===== config.mk =====
export PLATFORM = sky130hd
export DESIGN_NAME = ram_dp_be
export DESIGN_NICKNAME = d
export VERILOG_FILES = /design/src/rtl/ram_dp_be.sv
export SDC_FILE = /design/constraint.sdc
export NUM_CORES = 2
export LEC_CHECK = 0
export ABC_AREA = 1
export CORE_MARGIN = 2
export CORE_UTILIZATION = 30
export CTS_CLUSTER_DIAMETER = 100
export DETAILED_ROUTE_END_ITERATION = 8
export GPL_ROUTABILITY_DRIVEN = 0
export MAX_ROUTING_LAYER = met4
export PLACE_DENSITY_LB_ADDON = 0.3
export SLEW_MARGIN = 20
export SYNTH_ARGS = -nofsm -noshare
export SYNTH_HDL_FRONTEND = slang
export SYNTH_SLANG_ARGS = --single-unit
export TNS_END_PERCENT = 1

===== constraint.sdc =====
create_clock -name clk -period 3.15 [get_ports clk]
set_input_delay 0.315 -clock clk [delete_from_list [all_inputs] [get_ports clk]]
set_output_delay 0.315 -clock clk [all_outputs]
set_load 0.02 [all_outputs]

===== src/rtl/ram_dp_be.sv =====
`default_nettype none
// ============================================================================
// Module   : ram_dp_be
// Brief    : Simple dual-port RAM with byte enables, 1/2-cycle read latency,
//            clear-on-reset sequencer and read-during-write collision flag.
//            Optional per-byte even parity when RAM_PARITY_EN is defined.
// Revision : 1.0 - initial release
// ============================================================================
module ram_dp_be #(
    parameter int                    DATA_WIDTH = 32,
    parameter int                    ADDR_WIDTH = 6,
    parameter int                    RD_LATENCY = 1,
    parameter logic [DATA_WIDTH-1:0] INIT_VALUE = '0
) (
    input  logic                    clk,
    input  logic                    rst_n,
    output logic                    init_busy,
    input  logic                    wr_en,
    input  logic [ADDR_WIDTH-1:0]   wr_addr,
    input  logic [DATA_WIDTH-1:0]   wr_data,
    input  logic [DATA_WIDTH/8-1:0] wr_be,
`ifdef RAM_PARITY_EN
    input  logic                    par_inject,
    output logic                    rd_par_err,
`endif
    input  logic                    rd_en,
    input  logic [ADDR_WIDTH-1:0]   rd_addr,
    output logic [DATA_WIDTH-1:0]   rd_data,
    output logic                    rd_valid,
    output logic                    collision
);

    localparam int                    c_NB    = DATA_WIDTH / 8;
    localparam int                    c_DEPTH = 1 << ADDR_WIDTH;
    localparam logic [ADDR_WIDTH-1:0] c_LAST  = '1;

    generate
        if (DATA_WIDTH % 8 != 0) begin : g_bad_width
            $error("ram_dp_be: DATA_WIDTH must be a multiple of 8");
        end
        if (RD_LATENCY != 1 && RD_LATENCY != 2) begin : g_bad_latency
            $error("ram_dp_be: RD_LATENCY must be 1 or 2");
        end
    endgenerate

    typedef enum logic [0:0] {
        ST_INIT  = 1'b0,
        ST_READY = 1'b1
    } state_t;

    state_t                r_state;
    state_t                w_state_nxt;
    logic [ADDR_WIDTH-1:0] r_cnt;
    logic [ADDR_WIDTH-1:0] w_cnt_nxt;
    logic                  w_init_we;

    always_ff @(posedge clk or negedge rst_n) begin
        if (!rst_n) begin
            r_state <= ST_INIT;
            r_cnt   <= '0;
        end else begin
            r_state <= w_state_nxt;
            r_cnt   <= w_cnt_nxt;
        end
    end

    always_comb begin
        w_state_nxt = r_state;
        w_cnt_nxt   = r_cnt;
        w_init_we   = 1'b0;
        case (r_state)
            ST_INIT: begin
                w_init_we = 1'b1;
                w_cnt_nxt = r_cnt + ADDR_WIDTH'(1);
                if (r_cnt == c_LAST) begin
                    w_state_nxt = ST_READY;
                end
            end
            ST_READY: begin
            end
            default: w_state_nxt = ST_INIT;
        endcase
    end

    logic w_ready;
    logic w_usr_we;
    logic w_rd_acc;
    logic w_hit;

    assign w_ready   = (r_state == ST_READY);
    assign init_busy = ~w_ready;
    // A write with no byte enabled changes nothing, so it cannot collide.
    assign w_usr_we  = w_ready & wr_en & (|wr_be);
    assign w_rd_acc  = w_ready & rd_en;
    assign w_hit     = w_usr_we & (rd_addr == wr_addr);

    logic                  w_we;
    logic [ADDR_WIDTH-1:0] w_addr;
    logic [DATA_WIDTH-1:0] w_data;
    logic [c_NB-1:0]       w_be;

    always_comb begin
        w_we   = w_usr_we;
        w_addr = wr_addr;
        w_data = wr_data;
        w_be   = wr_be;
        if (w_init_we) begin
            w_we   = 1'b1;
            w_addr = r_cnt;
            w_data = INIT_VALUE;
            w_be   = '1;
        end
    end

    logic [DATA_WIDTH-1:0] r_mem [c_DEPTH];

    always_ff @(posedge clk) begin
        if (w_we) begin
            for (int i = 0; i < c_NB; i++) begin
                if (w_be[i]) begin
                    r_mem[w_addr][8*i +: 8] <= w_data[8*i +: 8];
                end
            end
        end
    end

`ifdef RAM_PARITY_EN
    logic [c_NB-1:0] r_par [c_DEPTH];
    logic [c_NB-1:0] w_wpar;
    logic            w_rd_perr;

    // Injection only applies to user writes; the clear pass always stores good parity.
    always_comb begin
        w_wpar = '0;
        for (int i = 0; i < c_NB; i++) begin
            w_wpar[i] = (^w_data[8*i +: 8]) ^ (par_inject & ~w_init_we);
        end
    end

    always_ff @(posedge clk) begin
        if (w_we) begin
            for (int i = 0; i < c_NB; i++) begin
                if (w_be[i]) begin
                    r_par[w_addr][i] <= w_wpar[i];
                end
            end
        end
    end

    always_comb begin
        w_rd_perr = 1'b0;
        for (int i = 0; i < c_NB; i++) begin
            w_rd_perr = w_rd_perr | ((^r_mem[rd_addr][8*i +: 8]) ^ r_par[rd_addr][i]);
        end
    end
`endif

    // Read-first: the registered word is the pre-write content on a same-address hit.
    logic                  r_v1;
    logic                  r_c1;
    logic [DATA_WIDTH-1:0] r_d1;
`ifdef RAM_PARITY_EN
    logic                  r_pe1;
`endif

    always_ff @(posedge clk or negedge rst_n) begin
        if (!rst_n) begin
            r_v1  <= 1'b0;
            r_c1  <= 1'b0;
            r_d1  <= '0;
`ifdef RAM_PARITY_EN
            r_pe1 <= 1'b0;
`endif
        end else begin
            r_v1  <= w_rd_acc;
            r_c1  <= w_rd_acc & w_hit;
`ifdef RAM_PARITY_EN
            r_pe1 <= w_rd_acc & w_rd_perr;
`endif
            if (w_rd_acc) begin
                r_d1 <= r_mem[rd_addr];
            end
        end
    end

    generate
        if (RD_LATENCY == 2) begin : g_lat2
            logic                  r_v2;
            logic                  r_c2;
            logic [DATA_WIDTH-1:0] r_d2;
`ifdef RAM_PARITY_EN
            logic                  r_pe2;
`endif

            always_ff @(posedge clk or negedge rst_n) begin
                if (!rst_n) begin
                    r_v2  <= 1'b0;
                    r_c2  <= 1'b0;
                    r_d2  <= '0;
`ifdef RAM_PARITY_EN
                    r_pe2 <= 1'b0;
`endif
                end else begin
                    r_v2  <= r_v1;
                    r_c2  <= r_c1;
`ifdef RAM_PARITY_EN
                    r_pe2 <= r_pe1;
`endif
                    if (r_v1) begin
                        r_d2 <= r_d1;
                    end
                end
            end

            assign rd_valid   = r_v2;
            assign collision  = r_c2;
            assign rd_data    = r_d2;
`ifdef RAM_PARITY_EN
            assign rd_par_err = r_pe2;
`endif
        end else begin : g_lat1
            assign rd_valid   = r_v1;
            assign collision  = r_c1;
            assign rd_data    = r_d1;
`ifdef RAM_PARITY_EN
            assign rd_par_err = r_pe1;
`endif
        end
    endgenerate

endmodule
`default_nettype wire


# After elaboration in Yosys (flattened, before gate mapping)
# Memory sizes are Yosys's and may differ from the RTL's. A register that Yosys moved wholly into a read port is not among the register bits.
# Index checks and enable logic that the tools add are counted.
# Widths: inputs -> output; s select.
[word_totals]
output_inout_bits = 35
memories = 1
ramBits = 2048
wordCells = 34
input_bits = 52
regBits = 9
[classes]
n_eq_ne = 2
n_addsub = 1
bitwise_logic = 6
n_reduce_logical = 2
n_mux = 18
[mem_list]
columns = ["memory", "depth", "width", "read_ports", "rd_ports_with_merged_regs", "write_ports", "line", "source"]
rows = [
  ["r_mem", 64, 32, 1, 1, 1, "115", "logic [DATA_WIDTH-1:0] r_mem [c_DEPTH];"],
]
[op_table]
columns = ["op", "count"]
rows = [
  ["$mux 32", 1],
  ["$mux 1", 15],
  ["$add 6x1->6 const B", 1],
  ["$eq 6x6->1", 1],
  ["$eq 6x6->1 const B", 1],
  ["$mux 6", 1],
  ["$and 1x1->1", 5],
  ["$mux 4", 1],
  ["$reduce_or 4->1", 1],
  ["$logic_not 1->1", 1],
  ["$not 1->1", 1],
]

# Depth between registers and ports, before layout
[depth]
depth_word = 5
mapped_depth = 13
depth_no_buf = 9

# Least setup slack after synthesis
# OpenSTA, ideal clock, no wires.
[synth_path]
kind = "register to register"
from = "register r_state"
to = "memory r_mem[60][10], enable pin"
required_time_ns = 2.780
setup_time_ns = 0.370
period_less_slack_ns = 2.128
slack_ns = 1.022
n_path_buf = 1
path_stages_with_launch = 8
t_arrival_ns = 1.758
cell_sequence = "dfrtp_1 buf_4 o21a_1 inv_1 nand2_1 nor2_1 nand2_1 nor2_1"
[synth_via]
elab_chain_len = 5
elab_cells_between_ends = 8
cone_classes = "mux: 6; bitwise: 2"
[synth_rtl]
columns = ["element", "line", "source"]
rows = [
  ["start, declared", "51", "state_t r_state;"],
  ["start signal, assigned", "62", "r_state <= w_state_nxt;"],
  ["$and 1x1->1 (2 in series)", "93", "assign w_usr_we = w_ready & wr_en & (|wr_be);"],
  ["$mux 1", "107", "if (w_init_we) begin"],
  ["$mux 1", "118", "if (w_we) begin"],
  ["$mux 1 (not written as such)", "121", "r_mem[w_addr][8*i +: 8] <= w_data[8*i +: 8];"],
  ["end, declared", "115", ""],
]
# Parallel ways exist; a longest one is shown, timed or not.

# Worst setup path in the final report
[layout_path]
from = "register r_state"
to = "memory r_mem[8][22], enable pin"
# Same word-level chain as after synthesis.

==> summary.log <==
INFO  clocking       clock_insertion_delay_worst_skew=0.88ns
INFO  critical_path  critical_path.startpoint=r_state$_DFF_PN0_
INFO  clocking       clock_edge_transition_at_the_registers_on_the_reported_setup_and_hold_paths=0.07ns
INFO  yosys          netlist_top_cells_area=sky130_fd_sc_hd__edfxtp_1, sky130_fd_sc_hd__nand3_1, sky130_fd_sc_hd__nand2_1
INFO  clocking       clock-sinks=2089
INFO  yosys          netlist.area_leader.share=0.725
INFO  timing         max_slew_margin=0.353
INFO  critical_path  worstReg2RegStart=r_state$_DFF_PN0_
INFO  die            chipHeight=536µm
INFO  pwr            net_sw_power=0.0128W
INFO  cells_and_area postLayoutCoreUtil=0.356
INFO  worst_hold_path hold_class=primary input to async pin
INFO  grt            grt_max_degree=141
INFO  cells_and_area area_grow_syn2layout=18.2%
INFO  grt            grt.met1_usage=0.251
INFO  clocking       clock_path_buffers=4
INFO  pwr            seq_power_share=0.512
INFO  detailed_routing vias_after_detailed_routing=57500
INFO  grt            grt_pass1_vias=55700
INFO  place          portBuffers=86
INFO  timing         tightest_slew=0.970ns
INFO  pwr            fin_total_pwr=0.0586W
INFO  critical_path  critPathArrivalTime=3.63ns
INFO  yosys          synth.most_common_cell=sky130_fd_sc_hd__nand2_1
INFO  timing         timing.final.setup_violations=0
INFO  timing         rsz0062_at_grt=true
INFO  detailed_routing ant_nets=0
INFO  critical_path  worst-path-max-fanout=17
INFO  pwr            pwr-share-clk=0.437
INFO  yosys          synthDominantAreaCellType=sky130_fd_sc_hd__edfxtp_1
INFO  timing         slew_violations=0
INFO  timing         final.setup_skew=0.0488ns
INFO  die            core-area=0.282mm²
INFO  detailed_routing via_per_inst=5.04
INFO  clocking       cts_root_buf=sky130_fd_sc_hd__clkbuf_16
INFO  yosys          synthesis.area_per_instance=11.8µm²
INFO  clocking       tritoncts=done
INFO  grt            global_route_total_overflow=0
INFO  place          hpwl=170mm
INFO  cells_and_area fillers=27400
INFO  detailed_routing first_pass_drt_iterations=5
INFO  grt            grt.met2_usage=0.289
INFO  yosys          async_flop_share=0.0196
INFO  timing         clock.fmax=328MHz
INFO  yosys          syn_nets=7227
INFO  critical_path  timing.critical_path.from_type=flip-flop
INFO  timing         timing.final.crit_share=0.967
INFO  die            ios=87
INFO  grt            antenna_found_initial=8
INFO  pwr            share_comb_of_total_power=0.050
INFO  cells_and_area drive_above_1_share=0.115
INFO  timing         worst_hold_slack=0.0608ns
INFO  yosys          syn-instance-count=7174
INFO  yosys          yosys_warnings=0
INFO  clocking       ctsHtreeMaxLevel=4
INFO  die            effective_utilization_at_floorplan=0.301
INFO  pwr            power_report.internal_total=0.0458W
INFO  pwr            swShare=0.219
INFO  cells_and_area nNetsFinal=7545
INFO  grt            grt_overall_usage=0.186
INFO  detailed_routing drt-initial-drc-count=6763
INFO  detailed_routing wl_per_cell=23.3µm
INFO  place          placement.setup.worst_slack=-0.343ns
INFO  die            num_rows=195
INFO  die            chipWidth=536µm
INFO  grt            global_route.peak_usage_layer=met2
INFO  yosys          synthTopCellsByCount=sky130_fd_sc_hd__nand2_1, sky130_fd_sc_hd__edfxtp_1, sky130_fd_sc_hd__nand3_1
INFO  status         outcome=completed
INFO  timing         hold_viol=0
INFO  critical_path  end_kind=flip-flop
INFO  critical_path  start_to_end_type_of_the_worst_setup_path=flip-flop to flip-flop
INFO  die            fp.dieArea=0.287mm²
INFO  yosys          yosys.cell_types.count=35
INFO  detailed_routing routed_wl=266mm
INFO  critical_path  critPathRequiredTime=3.73ns
INFO  yosys          mapped_cell_area=0.0848mm²
INFO  timing         period_minus_slack=3.05ns
INFO  grt            use_met3=0.0249
INFO  job            max_capacitance_violation_count=0
INFO  pwr            ir_drop=0.423mV
INFO  yosys          postSynth.topFlopCell=sky130_fd_sc_hd__edfxtp_1
INFO  pwr            power.density_cell_area=585mW/mm²
INFO  pwr            leakage=34.8nW
INFO  clocking       tritoncts.num_buffers=214
INFO  detailed_routing drc=0
INFO  timing         final.setup.worst_slack=0.104ns
INFO  grt            first_pass_grt_wire_length=384mm
INFO  yosys          synth_seq_cells=2089
INFO  yosys          synth_edf_count=2048
INFO  yosys          yosysSeqAreaShare=0.737
## area by class of cell
| cell class | count | area [µm²] | area share |
|---|---|---|---|
| inverter | 53 | 245 | 0.00245 |
| clock buffer | 257 | 5590 | 0.0558 |
| clock inverter | 133 | 1420 | 0.0141 |
| multi-input combinational | 4551 | 19800 | 0.198 |
| sequential | 2089 | 62500 | 0.624 |
| timing repair buffer | 583 | 5920 | 0.0591 |
| tap | 3743 | 4680 | 0.0467 |
| antenna | 8 | 20.0 | 0.000200 |
## metrics by stage
step	instance area, µm²	setup TNS [ns]	std cells
detailed placement	93200	-90.19	11000
finish	100000	0	11400
CTS	100000	0	11400
global route	100000	-0.707	11400
global placement	93200	-116.09	11000
floorplan	84800	0	7174
## what timing repair did
action | in CTS | in global routing
gates resized for setup | 0 | 4
hold buffers | 1 | 0
endpoints found under the hold margin | 26 | 0
endpoints found under the setup margin | 0 | 214
buffers inserted | 0 | 0
## flip-flops by register name, summed over array words and instances, names as in the netlist
register and flops:
rd_data 32, rd_valid 1, collision 1, r_mem 2048
r_cnt 6, r_state 1
## per-layer routing
metal	routed length, µm	vias to the layer above
met5	0	-
met4	9490	0
met3	19000	427
met2	123000	2385
met1	114000	28700
li1	-	26000
## layout by cell type, fill, tap and decap left out, types with 2 or more instances in the layout
cell type,synthesis,layout
sky130_fd_sc_hd__a21oi_4,1,5
sky130_fd_sc_hd__buf_12,0,106
sky130_fd_sc_hd__buf_2,277,2
sky130_fd_sc_hd__buf_4,34,391
sky130_fd_sc_hd__buf_8,0,3
sky130_fd_sc_hd__bufinv_16,0,27
sky130_fd_sc_hd__clkbuf_1,126,38
sky130_fd_sc_hd__clkbuf_16,0,216
sky130_fd_sc_hd__clkbuf_8,0,3
sky130_fd_sc_hd__clkdlybuf4s50_1,0,79
sky130_fd_sc_hd__clkinv_1,1,38
sky130_fd_sc_hd__clkinv_16,0,2
sky130_fd_sc_hd__clkinv_2,0,48
sky130_fd_sc_hd__clkinv_4,0,6
sky130_fd_sc_hd__clkinv_8,0,3
sky130_fd_sc_hd__clkinvlp_4,0,5
sky130_fd_sc_hd__dfrtp_1,41,40
sky130_fd_sc_hd__diode_2,0,8
sky130_fd_sc_hd__edfxtp_1,2048,2048
sky130_fd_sc_hd__inv_1,47,13
sky130_fd_sc_hd__inv_2,4,36
sky130_fd_sc_hd__inv_6,1,5
sky130_fd_sc_hd__inv_8,0,2
sky130_fd_sc_hd__nand2_1,2228,2224
sky130_fd_sc_hd__nand2_2,0,4
sky130_fd_sc_hd__nand3_1,2017,2017
sky130_fd_sc_hd__nor2_1,263,263
sky130_fd_sc_hd__nor2_2,9,9
sky130_fd_sc_hd__nor2_4,4,4
sky130_fd_sc_hd__o21ai_0,4,3
sky130_fd_sc_hd__o21ai_1,2,3
sky130_fd_sc_hd__xnor2_1,4,4
sky130_fd_sc_hd__xor2_1,2,2
## worst paths after layout
check | endpoint | slack [ns] | depth (start not counted)
worst min-delay path | rd_data[20]$_DFFE_PN0P_ | 0.06 | 2
worst max register to register | r_mem[8][22]$_DFFE_PP_ | 0.10 | 8
worst min register to register | rd_data[1]$_DFFE_PN0P_ | 0.49 | 2
min in group clk | collision$_DFF_PN0_ | 0.11 | 4
max in group asynchronous | rd_data[30]$_DFFE_PN0P_ | 2.23 | 3
worst max-delay path | r_mem[8][22]$_DFFE_PP_ | 0.10 | 8
## power by group through the flow
stage,registers [W],clock network [W],logic [W]
floorplan,0.0306,0,0.00189
CTS,0.0300,0.0260,0.00294
global route,0.0300,0.0271,0.00324
detailed placement,0.0306,0,0.00293
global placement,0.0306,0,0.00291
finish,0.0300,0.0256,0.00295
## cell families after synthesis
| kind of cell | synth area share |
|---|---|
| compound gates | 0.00158 |
| xor+xnor | 0.000620 |
| fa+ha+maj | 0.000148 |
| buf+inv | 0.0295 |
| flops | 0.737 |
| simple gates | 0.231 |
## worst max-delay path, cell delays in order (launching register included)
cell                      delay, ns
sky130_fd_sc_hd__dfrtp_4       0.55
sky130_fd_sc_hd__inv_2         0.13
sky130_fd_sc_hd__or2_0         0.21
sky130_fd_sc_hd__o21ai_1       0.25
sky130_fd_sc_hd__nand2_1       0.19
sky130_fd_sc_hd__nor2_2        0.35
sky130_fd_sc_hd__nand2_1       0.57
sky130_fd_sc_hd__nor2_1        0.29
sky130_fd_sc_hd__buf_4         0.22
No activity file was read; power rests on OpenSTA's default activity.
